**src/rtl/if_fetch_unit.sv**
```systemverilog
// Instruction fetch stage: holds the PC, reads instruction memory over a req/ready
// handshake and feeds IF/ID from a one-entry buffer. Optional halt opcode support: FETCH_HALT_EN.
module if_fetch_unit #(
  parameter int                 PC_W        = 8,
  parameter int                 INSTR_W     = 19,
  parameter logic [INSTR_W-1:0] NOP_INSTR   = '0,
  parameter logic [PC_W-1:0]    RESET_PC    = '0,
  parameter logic [4:0]         HALT_OPCODE = 5'h1F
) (
  input  logic               clk,
  input  logic               rst_n,
  input  logic               IF_IDwrite,
  input  logic               branch_taken,
  input  logic [PC_W-1:0]    branch_target,
  output logic               imem_req,
  output logic [PC_W-1:0]    imem_addr,
  input  logic [INSTR_W-1:0] imem_rdata,
  input  logic               imem_ready,
  output logic [INSTR_W-1:0] IF_instruction,
  output logic [PC_W-1:0]    IF_pc_plus_one,
  output logic               IF_valid,
  output logic [PC_W-1:0]    pc,
  output logic               halted
);

  localparam logic [1:0] S_BOOT = 2'd0;
  localparam logic [1:0] S_RUN  = 2'd1;
  localparam logic [1:0] S_HALT = 2'd2;

`ifdef FETCH_HALT_EN
  localparam bit HALT_EN = 1'b1;
`else
  localparam bit HALT_EN = 1'b0;
`endif

  logic [1:0]         state_q, state_d;
  logic [PC_W-1:0]    pc_q, pc_d;
  logic [INSTR_W-1:0] instr_q, instr_d;
  logic [PC_W-1:0]    ppo_q, ppo_d;
  logic               valid_q, valid_d;
  logic               halted_q, halted_d;

  logic [PC_W-1:0]    pc_plus;
  logic               fetch_done;
  logic               halt_hit;

  assign pc_plus  = pc_q + PC_W'(1);
  assign halt_hit = (imem_rdata[INSTR_W-1 -: 5] == HALT_OPCODE);

  // rst_n gates the request directly so an in-flight fetch is dropped the instant reset asserts
  assign imem_req   = rst_n && (state_q == S_RUN) && !branch_taken && (!valid_q || IF_IDwrite);
  assign fetch_done = imem_req && imem_ready;

  always_comb begin
    state_d  = state_q;
    pc_d     = pc_q;
    instr_d  = instr_q;
    ppo_d    = ppo_q;
    valid_d  = valid_q;
    halted_d = halted_q;

    if (state_q == S_BOOT) begin
      state_d = S_RUN;
    end

    if (branch_taken) begin
      pc_d     = branch_target;
      valid_d  = 1'b0;
      instr_d  = NOP_INSTR;
      halted_d = 1'b0;
      if (state_q == S_HALT) begin
        state_d = S_RUN;
      end
    end else if (fetch_done) begin
      instr_d = imem_rdata;
      ppo_d   = pc_plus;
      valid_d = 1'b1;
      // A halt instruction is delivered but the PC parks on it until a redirect
      if (HALT_EN && halt_hit) begin
        state_d  = S_HALT;
        halted_d = 1'b1;
      end else begin
        pc_d = pc_plus;
      end
    end else if (IF_IDwrite) begin
      valid_d = 1'b0;
      instr_d = NOP_INSTR;
    end
  end

  always_ff @(posedge clk or negedge rst_n) begin
    if (!rst_n) begin
      state_q  <= S_BOOT;
      pc_q     <= RESET_PC;
      instr_q  <= NOP_INSTR;
      ppo_q    <= '0;
      valid_q  <= 1'b0;
      halted_q <= 1'b0;
    end else begin
      state_q  <= state_d;
      pc_q     <= pc_d;
      instr_q  <= instr_d;
      ppo_q    <= ppo_d;
      valid_q  <= valid_d;
      halted_q <= halted_d;
    end
  end

  assign imem_addr      = pc_q;
  assign pc             = pc_q;
  assign IF_instruction = instr_q;
  assign IF_pc_plus_one = ppo_q;
  assign IF_valid       = valid_q;
  assign halted         = HALT_EN ? halted_q : 1'b0;

endmodule
```
**config.mk**
```make
export PLATFORM = sky130hd
export DESIGN_NAME = if_fetch_unit
export DESIGN_NICKNAME = d
export VERILOG_FILES = /design/src/rtl/if_fetch_unit.sv
export SDC_FILE = /design/constraint.sdc
export NUM_CORES = 1
export LEC_CHECK = 0
export CORE_MARGIN = 5
export CORE_UTILIZATION = 41
export CTS_CLUSTER_SIZE = 20
export DETAILED_ROUTE_END_ITERATION = 8
export PLACE_DENSITY_LB_ADDON = 0.12
export SLEW_MARGIN = 25
export SYNTH_ARGS = -nofsm -noshare
export SYNTH_HDL_FRONTEND = slang
export SYNTH_SLANG_ARGS = --single-unit
```
**constraint.sdc**
```tcl
create_clock -name clk -period 2.2 [get_ports clk]
set_input_delay 0.55 -clock clk [delete_from_list [all_inputs] [get_ports clk]]
set_output_delay 0.55 -clock clk [all_outputs]
set_load 0.05 [all_outputs]
```
==> results.json <==
{
  "outcome": "finished, final reports clean",
  "via_count": 1397,
  "clk_root_buffer_cell": "clkbuf_8",
  "synth_enable_flop_cells": 0,
  "endpoint_kind": "output port",
  "total_leakage_power_nw": 1.15,
  "comb_power_share_pct": 32.3,
  "slew-limit-headroom_pct": 53.9,
  "num-nets-final": 256,
  "overall_routing_resource_usage_pct": 16.3,
  "post_syn_area_per_cell_sq_um": 11.4,
  "synth_xor_xnor_area_share_pct": 3.13,
  "slowest_stage": "clkdlybuf4s50_1",
  "portBuffers": 76,
  "drt-pass1-iter-count": 4,
  "cp_num_buf_inv": 1,
  "synthSimpleGateAreaFrac_pct": 11.5,
  "worst_path_largest_cell_delay_ns": 0.85,
  "r2r_start": "imem_addr[2]",
  "count_of_distinct_cell_types_in_the_synthesized_netlist": 33,
  "design.die.area_sq_um": 5480,
  "yosysTopAreaCellShare_pct": 56.6,
  "detail_route.drc_violations": 0,
  "dominant_combinational_cell_family_by_area_after_synthesis": "compound AO/OA/AOI/OAI gates",
  "ys_top_cells_by_area": "dfrtp_1 57%, a22o_1 9.9%, buf_4 4.0%, nand2_1 3.6%, a221o_1 3.0%",
  "yosys.area_share.adder_pct": 0.745,
  "critical_path_peak_fanout": 7,
  "cts_tree": "yes",
  "avgViaCountPerCell": 5.10,
  "synth_commonest_cells": "38 x dfrtp_1, 19 x a22o_1, 16 x nand2_1, 9 x buf_4, 8 x o21ai_0",
  "final_cell_area_excluding_filler_cells_sq_um": 2570,
  "clock_path_buffers": 2,
  "antenna_cells_inserted": 0,
  "p_switching_w": 0.000706,
  "postSynth.topFlopCell": "dfrtp_1",
  "multiInputGateArea_sq_um": 606,
  "worst_ir_drop_on_vdd_mv": 0.402,
  "setup_clock_skew_after_layout_ns": 0.00461,
  "synth-seq-cells": 38,
  "regToRegEndpoint": "imem_addr[7]",
  "yosysWarnings": 0,
  "worst-endpoint-arrival_ns": 1.59,
  "synthCells": 147,
  "final_min_period_over_clock_period_pct": 97.2,
  "timing.setup.critical_path_class": "reg2out",
  "io_pins": 78,
  "overflow": 0,
  "wire_per_inst_microns": 15.5,
  "fp.dieH_microns": 74.0,
  "worstPathRequired_ns": 1.65,
  "initialDrtViolationCount": 76,
  "setup-violations-final": 0,
  "grt_pass1_wl_microns": 6820,
  "cap_viol_max_count": 0,
  "post-synth-top-count-cell": "dfrtp_1",
  "hold_vio_cnt_final": 0,
  "fill_cells": 313,
  "worst_setup_hold_path_clk_slew_ns": 0.07,
  "detailed_place.area_sq_um": 2460,
  "postCtsSetupRepairBufs": 0,
  "complex_gate_fraction_of_the_synthesized_area_pct": 20.3,
  "num_rows": 23,
  "critical-path-top-delay-family": "buffers and inverters",
  "finish.utilization_pct": 64.2,
  "synth-async-reset-ratio_pct": 100,
  "min_path_type": "in2async",
  "netSwitchingFraction_pct": 34.4,
  "chipWidth_microns": 74.0,
  "critical_path.cell_chain": "clkdlybuf4s50_1",
  "category_of_the_worst_setup_path_launch_point": "flop",
  "slew_viol_final": 0,
  "cts_buffers": 5,
  "clk_latency_ns": 0.29,
  "grt_setup_unrepaired": "no",
  "power.share.clock_pct": 28.1,
  "seq_power_share_pct": 39.6,
  "area_delta_synth_final_pct": 52.9,
  "timing.final.crit_period_ns": 2.14,
  "initial_core_util_pct": 42.0,
  "synthesis.area_sq_um": 1680,
  "syn-num-nets": 180,
  "drt_wl_total_microns": 4250,
  "routability_cong": 0.839,
  "fmaxAchievable_ghz": 0.468,
  "cts.htree.levels": 2,
  "maximum_number_of_pins_on_one_net_before_global_route_repair": 39,
  "post_detailed_route_count_of_antenna_violating_nets": 0,
  "setup.reg_to_reg.worst_slack_ns": 0.46,
  "dpl.hpwl_microns": 3240,
  "power_report.internal_total_w": 0.00135,
  "post_route_cells_drive_above_1_share_pct": 10.7,
  "synth-seq-area-share_pct": 56.6,
  "cts.sinks": 38,
  "worst_hold_slack_ns": 0.329,
  "max_slew.worst_pin.slew_ns": 0.689,
  "fin_setup_tns_ns": 0,
  "synth.area.mux_share_pct": 0,
  "grt_pass1_vias": 1414,
  "regArea_sq_um": 951,
  "p_per_area_nw_per_um2": 798,
  "coreArea_sq_um": 4000,
  "synth_area_leader_cell": "dfrtp_1",
  "ff2ff_path_depth": 4,
  "number_of_antenna_violations_at_the_first_check_in_global_routing": 0
}
==> layer usage <==
layer  routed length (microns)  part of all wire (%)  up-vias  GRT usage (%)
li1                          -                     -      670              -
met1                      1740                    41      664           20.3
met4                        44                   1.0        0           4.63
met2                      2090                    49       58           26.8
met3                       373                   8.8        5           6.08
met5                         0                     0        -              0
==> worst max path at each step <==
stage,from,end,slack (ns),cells after the start
after global routing,imem_addr[3],imem_addr[3],0.01,1
after global placement,branch_taken,IF_instruction[18],-0.04,5
after detailed placement,branch_taken,IF_instruction[1],-0.11,5
after floorplan,imem_addr[2],imem_addr[7],0.24,4
after CTS,branch_taken,imem_req,0.03,4
final,imem_addr[3],imem_addr[3],0.06,1
==> final cells by class <==
class | count | share of cell area [%]
Clock buffer | 7 | 2.97
Inverter | 4 | 0.585
Clock inverter | 1 | 1.17
Sequential cell | 38 | 37.0
Timing Repair Buffer | 85 | 32.2
Multi-Input combinational cell | 89 | 23.6
Tap cell | 50 | 2.44
==> power groups by stage <==
| stage | sequential [W] | combinational [W] | clock (W) |
|---|---|---|---|
| 6_report | 0.000813 | 0.000662 | 0.000576 |
| 5_1_grt | 0.000825 | 0.000697 | 0.000617 |
| 4_1_cts | 0.000815 | 0.000668 | 0.000588 |
| 3_5_place_dp | 0.000828 | 0.000667 | 0 |
| 3_3_place_gp | 0.000824 | 0.000659 | 0 |
| 2_1_floorplan | 0.00104 | 0.000202 | 0 |
==> sequential cells by signal, indices dropped and copies added (netlist names) <==
register        count
state_q             2
imem_addr           8
IF_valid            1
IF_pc_plus_one      8
IF_instruction     19
==> metrics by stage <==
stage               std cells  setup slack (ns)  total power (W)
finish                    274            0.0614          0.00205
global route              274           0.00970          0.00214
CTS                       274            0.0327          0.00207
detailed placement        266            -0.109          0.00149
global placement          266           -0.0405          0.00148
floorplan                 147             0.240          0.00124
==> kinds of logic (layout without fill, tap and decap cells) <==
kind of cell,count (synthesis),after routing
AO/OA/AOI/OAI,44,44
flip-flops,38,38
AND/OR/NAND/NOR,37,37
buffers and inverters,20,97
XOR/XNOR,6,6
adder cells (fa/ha/maj),1,1
other,1,1
==> cell usage in the layout (no fill, tap or decap), drive strengths merged, types with 2 or more instances in the layout <==
master	n
a221o	5
nand2	16
nor3	2
o21ai	8
a22oi	3
a22o	19
nand3	4
xnor2	5
a21o	2
nor2	7
o21bai	3
dfrtp	38
inv	4
clkbuf	7
buf	14
a21oi	2
clkdlybuf4s50	70
and3	2
==> repair_timing <==
item	CTS	global route
hold buffers	0	0
resized for setup	0	2
endpoints found under the setup margin	0	2
Power figures use the tool's default switching activity.
